--- src/rtl/me_stream_feeder.sv ---
// me_stream_feeder: streams a current block and a dual-ported search window into a PE row, then hands back the PE result; optional WAIT_DONE timeout under ME_FEEDER_TIMEOUT_EN
`ifndef BLK_SIZE
`define BLK_SIZE 8
`endif
module me_stream_feeder #(
  parameter int BLK_SIZE = `BLK_SIZE
) (
  input  logic       clk,
  input  logic       reset,
  input  logic       go,
  output logic       busy,
  output logic [7:0] cur_addr,
  input  logic [7:0] cur_data,
  output logic [9:0] win_addr_p,
  output logic [9:0] win_addr_pp,
  input  logic [7:0] win_data_p,
  input  logic [7:0] win_data_pp,
  output logic       pe_reset,
  output logic       pe_start,
  output logic [7:0] pe_c,
  output logic [7:0] pe_p,
  output logic [7:0] pe_p_prime,
  input  logic       pe_done,
  input  logic [7:0] pe_mme,
  input  logic [7:0] pe_m_i,
  input  logic [7:0] pe_m_j,
  output logic       res_valid,
  input  logic       res_ready,
  output logic [7:0] res_mv_i,
  output logic [7:0] res_mv_j,
  output logic [7:0] res_sad,
  output logic       res_err
);
  localparam int N  = BLK_SIZE;
  localparam int N2 = N * N;
  localparam int N3 = N2 * N;
  localparam int KW = $clog2(N3);
  typedef enum logic [2:0] {IDLE, CLR, STREAM, DRAIN, WAIT_DONE, RESULT} state_t;
  state_t state_q, state_d;
  logic [KW-1:0] k_q, k_d;
  logic vld_q, vld_d, start_q, start_d;
  logic [7:0] mi_q, mi_d, mj_q, mj_d, sad_q, sad_d;
  logic timeout, cap, err_w;
  logic [31:0] kx, ij;
`ifdef ME_FEEDER_TIMEOUT_EN
  logic [15:0] to_q, to_d;
  logic err_q, err_d;
  // watchdog counts only while waiting for the PE row; an error result is forced at the limit
  always_comb begin
    to_d = (state_q == WAIT_DONE) ? to_q + 16'd1 : 16'd0;
    err_d = cap ? !pe_done : err_q;
  end
  // watchdog and error flag registers
  always_ff @(posedge clk) begin
    to_q <= reset ? 16'd0 : to_d;
    err_q <= reset ? 1'b0 : err_d;
  end
  assign timeout = (to_q == 16'(4 * N3 - 1));
  assign err_w = err_q;
`else
  assign timeout = 1'b0;
  assign err_w = 1'b0;
`endif
  assign cap = (state_q == WAIT_DONE) && (pe_done || timeout);
  // state register
  always_ff @(posedge clk) begin
    state_q <= reset ? IDLE : state_d;
  end
  // next-state logic; go is only looked at in IDLE and pe_done only in WAIT_DONE
  always_comb begin
    state_d = state_q;
    case (state_q)
      IDLE:      state_d = go ? CLR : IDLE;
      CLR:       state_d = STREAM;
      STREAM:    state_d = (k_q == KW'(N3 - 1)) ? DRAIN : STREAM;
      DRAIN:     state_d = WAIT_DONE;
      WAIT_DONE: state_d = (pe_done || timeout) ? RESULT : WAIT_DONE;
      RESULT:    state_d = res_ready ? IDLE : RESULT;
      default:   state_d = IDLE;
    endcase
  end
  // stream counter, data-valid/start tags delayed to line up with memory latency, and result capture
  always_comb begin
    k_d = (state_q == STREAM) ? k_q + 1'b1 : '0;
    vld_d = (state_q == STREAM);
    start_d = (state_q == STREAM) && (k_q == '0);
    mi_d = cap ? (pe_done ? pe_m_i : 8'd0) : mi_q;
    mj_d = cap ? (pe_done ? pe_m_j : 8'd0) : mj_q;
    sad_d = cap ? (pe_done ? pe_mme : 8'd0) : sad_q;
  end
  // datapath registers
  always_ff @(posedge clk) begin
    k_q <= reset ? '0 : k_d;
    vld_q <= reset ? 1'b0 : vld_d;
    start_q <= reset ? 1'b0 : start_d;
    mi_q <= reset ? 8'd0 : mi_d;
    mj_q <= reset ? 8'd0 : mj_d;
    sad_q <= reset ? 8'd0 : sad_d;
  end
  // outputs: addresses from k while streaming, PE data gated to the cycles carrying valid reads
  always_comb begin
    kx = 32'(k_q);
    ij = kx / 32'(N2) + (kx % 32'(N2)) / 32'(N);
    busy = (state_q != IDLE);
    pe_reset = (state_q == CLR);
    pe_start = start_q;
    cur_addr = (state_q == STREAM) ? 8'(kx % 32'(N2)) : 8'd0;
    win_addr_pp = (state_q == STREAM) ? 10'(ij * 32'(2 * N) + kx % 32'(N)) : 10'd0;
    win_addr_p = (state_q == STREAM) ? 10'(ij * 32'(2 * N) + 32'(N) + kx % 32'(N)) : 10'd0;
    pe_c = vld_q ? cur_data : 8'd0;
    pe_p = vld_q ? win_data_p : 8'd0;
    pe_p_prime = vld_q ? win_data_pp : 8'd0;
    res_valid = (state_q == RESULT);
    res_mv_i = mi_q;
    res_mv_j = mj_q;
    res_sad = sad_q;
    res_err = err_w;
  end
endmodule
--- config.mk ---
export PLATFORM = sky130hd
export DESIGN_NAME = me_stream_feeder
export DESIGN_NICKNAME = d
export VERILOG_FILES = /design/src/rtl/me_stream_feeder.sv
export SDC_FILE = /design/constraint.sdc
export NUM_CORES = 1
export LEC_CHECK = 0
export BUFFER_PORTS_ARGS = -buffer_cell sky130_fd_sc_hd__buf_2
export CAP_MARGIN = 20
export CORE_MARGIN = 4
export CORE_UTILIZATION = 40
export DETAILED_ROUTE_END_ITERATION = 10
export PLACE_DENSITY = 0.8
export SLEW_MARGIN = 20
export SYNTH_ARGS = -nofsm -noshare
export SYNTH_HDL_FRONTEND = slang
export SYNTH_SLANG_ARGS = --single-unit
--- constraint.sdc ---
create_clock -name clk -period 1.6 [get_ports clk]
set_input_delay 0.08 -clock clk [delete_from_list [all_inputs] [get_ports clk]]
set_output_delay 0.08 -clock clk [all_outputs]
set_load 0.02 [all_outputs]
# ---- Word level (Yosys, flattened, before mapping)
# Cells that the tools add are included.
dict set report word_totals {
  reg_bits 38
  word_cells 39
}
dict set report classes {
  addsub 5
  n_eq_ne 6
  n_mux 14
  n_bitwise 1
  reduce_logical 6
}
# op n
set op_table {}
lappend op_table {{$mux W8} 6}
lappend op_table {{$pmux W3 S6} 1}
lappend op_table {{$add A9 B3 Y10} 1}
lappend op_table {{$mux W10} 1}
lappend op_table {{$add A8 B3 Y9} 1}
lappend op_table {{$add A8 B4 Y9 const B} 1}
lappend op_table {{$add A9 B1 Y9 const B} 1}
lappend op_table {{$eq A9 B9 Y1 const B} 1}
lappend op_table {{$logic_not A9 Y1} 1}
lappend op_table {{$mux W9} 1}
lappend op_table {{$eq A3 B2 Y1 const B} 2}
lappend op_table {{$eq A3 B3 Y1 const B} 2}
lappend op_table {{$mux W6} 1}
lappend op_table {{$add A3 B3 Y4} 1}
lappend op_table {{$eq A3 B1 Y1 const B} 1}
lappend op_table {{$logic_not A3 Y1} 1}
lappend op_table {{$mux W1} 3}
lappend op_table {{$mux W3} 1}
lappend op_table {{$reduce_bool A3 Y1} 1}
lappend op_table {{$logic_and A1 B1 Y1} 2}
lappend op_table {{$reduce_or A2 Y1} 1}
lappend op_table {{$not A1 Y1} 1}

# ---- Longest topological paths before layout
dict set report depth {
  ltp_word 4
  ltp_mapped 6
}

# ---- Least setup slack after synthesis
# OpenSTA, ideal clock, no wires.
dict set report synth_path {
  path_type {register to output}
  start {reg k_q[3]}
  end {out win_addr_pp[6]}
  t_arrival_ns 1.694
  slack_ns -0.174
  path_stages_with_launch 7
  cell_sequence {dfxtp_1 ha_1 inv_1 fa_1 xor2_1 nor2_1 buf_4}
}
dict set report synth_between {
  elab_chain_len 3
}
# element line_no
set synth_lines {}
lappend synth_lines {{start: declaration} 40} ;# logic [KW-1:0] k_q, k_d;
lappend synth_lines {{start signal: assignment} 93} ;# k_q <= reset ? '0 : k_d;
lappend synth_lines {{$add A3 B3 Y4} 103} ;# ij = kx / 32'(N2) + (kx % 32'(N2)) / 32'(N);
lappend synth_lines {{$add A8 B3 Y9} 108} ;# win_addr_pp = (state_q == STREAM) ? 10'(ij * 32'(2 * N) + kx % 32'(N)) : 10'd0;
lappend synth_lines {{$mux W9} 108}
lappend synth_lines {{end: declaration} 15} ;# output logic [9:0] win_addr_pp,
# Every way passes these cells.

# ---- Final worst setup path
dict set report layout_path {
  start {reg k_q[3]}
  end {out win_addr_p[6]}
}
dict set report layout_between {
  elab_chain_len 4
}
# element line_no
set layout_lines {}
lappend layout_lines {{$add A3 B3 Y4} 103}
lappend layout_lines {{$add A8 B4 Y9} 109} ;# win_addr_p = (state_q == STREAM) ? 10'(ij * 32'(2 * N) + 32'(N) + kx % 32'(N)) : 10'd0;
lappend layout_lines {{$add A9 B3 Y10} 109}
lappend layout_lines {{$mux W10} 109}
lappend layout_lines {{end: declaration} 14} ;# output logic [9:0] win_addr_p,
# Every way passes these cells.

==> flow_metrics.py <==
metrics = {
    "outcome": {
        "status": "finished with violations",
        "violations": "negative setup slack",
    },
    "floorplanning": {
        "die_height_um": 80.21,
        "ioPinCount": 134,
        "initial_utilization": 0.4110,
        "die_w_um": 80.21,
        "core_area_um2": 5075,
        "placementRows": 26,
        "dieArea_um2": 6434,
    },
    "sta": {
        "fmax_ghz": 0.5663,
        "post-route-min-period_ps": 1766,
        "finClkSkew_ps": 3.764,
        "hold_viol": 0,
        "fin_setup_tns_ps": -455.5,
        "setup_viol": 4,
        "slew_viol_final": 0,
        "min_period_over_period": 1.104,
        "rsz0062_at_grt": "yes",
        "setup_ws_ps": -165.8,
    },
    "logic_synthesis": {
        "ys_ff_latch": 38,
        "synth_top_area_frac": 0.3647,
        "synth_cell_types": 39,
        "ys.flop_type": "dfxtp_1",
        "synth_area_leaders": "dfxtp_1, and2_1, a21oi_2",
        "yosys-top-cells-count": "dfxtp_1, nand2_1, and2_1",
        "netlist_instances": 244,
        "syn_area_per_cell_um2": 8.548,
        "yosysMostFrequentCell": "dfxtp_1",
        "yosysTopAreaCell": "dfxtp_1",
        "synth_edf_count": 0,
        "seq_area_frac_synth": 0.3647,
        "syn_area_um2": 2086,
        "yosys_warnings": 0,
        "async_flop_share": 0,
    },
    "power": {
        "swShare": 0.2612,
        "irDropWorstVdd_uv": 365.2,
        "p_int_w": 0.001422,
        "clockPowerShare": 0.350,
        "total_power_w": 0.001924,
        "comb_power_share": 0.144,
        "p_seq_frac": 0.506,
        "power.density_nw_per_um2": 686.9,
        "netSwitchingPower_w": 0.0005026,
        "leakagePower_nw": 1.350,
    },
    "finish": {
        "multi_input_area_um2": 1112,
        "diodes": 0,
        "fillCellCount": 482,
        "fin_cells": 427,
        "seqCellArea_um2": 775.7,
        "drive_gt1_frac": 0.5434,
        "final_cell_area_um2": 2801,
        "syn2layout_area_growth_pct": 34.31,
        "final_net_count": 416,
    },
    "place": {
        "dp_cells": 418,
        "hpwl_mm": 3.872,
        "routabilityCongestion": 0.8719,
        "io_buffer_count": 125,
        "place_area_um2": 2633,
        "dp_slack_ps": 80.40,
    },
    "routing": {
        "dr.pass1.iters": 4,
        "wl_mm": 5.152,
        "via_per_inst": 4.548,
        "drt-initial-drc-count": 57,
        "antenna_left": 0,
        "wire_per_inst_um": 12.07,
        "drc": 0,
        "vias": 1942,
    },
    "global_routing": {
        "grt_use_total": 0.1518,
        "grt_max_degree": 28,
        "antenna_found_initial": 0,
        "grt_remaining_overflow": 0,
        "grt_pass1_wl_mm": 7.679,
        "grt_pass1_vias": 1676,
    },
    "clocking": {
        "holdBufCountCts": 0,
        "cts_tree": "built",
        "clkTransAtPathRegs_ps": 70,
        "cts_buffers": 5,
        "htreeDepth": 2,
        "cts_buffer_depth": 2,
        "root_buffer": "clkbuf_8",
        "cts.sinks": 38,
        "clock_latency_ps": 290,
    },
    "critical_path": {
        "critical_path_buf_inv_count": 2,
        "path_delay_family": "adder cells",
        "worstSetupStartpointType": "flip-flop",
        "crit_path_max_incr_delay_ps": 370,
        "crit_required_ps": 1520,
        "worst_setup_path_end_kind": "output pin",
        "crit_slowest_cell": "dfxtp_4",
        "crit_fanout": 2,
        "critPathKind": "reg -> out",
        "cp.arrival_ps": 1690,
        "path_cells": "ha_4 > inv_2 > fa_2 > xor2_1 > nor2_2 > buf_6",
    },
    "min_path": {
        "min_path_type": "in -> reg",
    },
    "flow_run": {
        "maxCapViolCount": 0,
    },
}
-- cells by family after synthesis --
family / share of synthesized area
simple gates: 0.3101
buf+inv: 0.1326
flops: 0.3647
compound gates: 0.1194
fa+ha+maj: 0.04559
xor+xnor: 0.02100
other cells: 0.001798
mux: 0.004799
-- worst reg2reg max path, delay by kind of cell (launching register included) --
family	cells	cell delay, ps
adder cells (fa/ha/maj)	2	410
flip-flops	1	390
AND/OR/NAND/NOR	3	360
AO/OA/AOI/OAI	1	150
-- repair_timing --
action / CTS / global route
pin swaps: 4 / 3
endpoints found under the setup margin: 13 / 19
gates cloned: 0 / 0
setup buffers: 1 / 0
gates resized for setup: 16 / 7
-- metrics by stage --
stage	hold WS (ps)	util
after floorplan	206.9	-
after global placement	319.6	0.5187
after detailed placement	323.8	0.5187
after CTS	12.13	0.5481
after global routing	7.636	0.5520
final	18.96	0.5520
-- worst paths after layout --
path	to	cells past startpoint	start	slack [ps]
max	win_addr_p[6]	6	k_q[3]$_SDFF_PP0_	-170
min	res_mv_j[1]$_SDFFE_PP0P_	3	pe_m_j[1]	20
max reg2reg	state_q[0]$_SDFF_PP0_	6	k_q[0]$_SDFF_PP0_	200
min reg2reg	res_mv_j[7]$_SDFFE_PP0P_	2	res_mv_j[7]$_SDFFE_PP0P_	450
-- power by group through the flow --
stage / Clock (W) / Sequential, W / Combinational (W)
finish: 0.000673 / 0.000975 / 0.000277
global route: 0.000747 / 0.000979 / 0.000301
CTS: 0.000696 / 0.000979 / 0.000274
detailed placement: 0 / 0.00100 / 0.000271
global placement: 0 / 0.00100 / 0.000267
floorplan: 0 / 0.000997 / 0.000184
-- layout by cell type, fill, tap and decap left out, types with 6 or more instances in the layout --
master	instances
dfxtp_1	32
nor2_1	9
a21oi_2	20
and2_1	30
nand2_2	20
clkbuf_8	6
nand2_1	34
buf_2	121
a21oi_1	9
conb_1	8
-- flip-flops by register name, indices dropped and copies added (netlist names) --
name / flops
k_q: 9
res_mv_i: 8
res_mv_j: 8
res_sad: 8
state_q: 3
pe_start: 1
vld_q: 1
-- cell type report --
class / instances / area share
multi-input combinational: 173 / 0.3971
sequential: 38 / 0.2769
timing repair buffer: 131 / 0.2528
tap: 70 / 0.03126
clock buffer: 7 / 0.03082
inverter: 7 / 0.009379
clock inverter: 1 / 0.001787
-- per-layer routing --
layer,track usage,vias to the layer above,part of all wire
met5,0,-,0
met4,0.06250,0,0.021
met3,0.03812,11,0.098
met2,0.2682,89,0.50
met1,0.1725,864,0.38
li1,-,978,-
(Power assumes the default switching activity.)
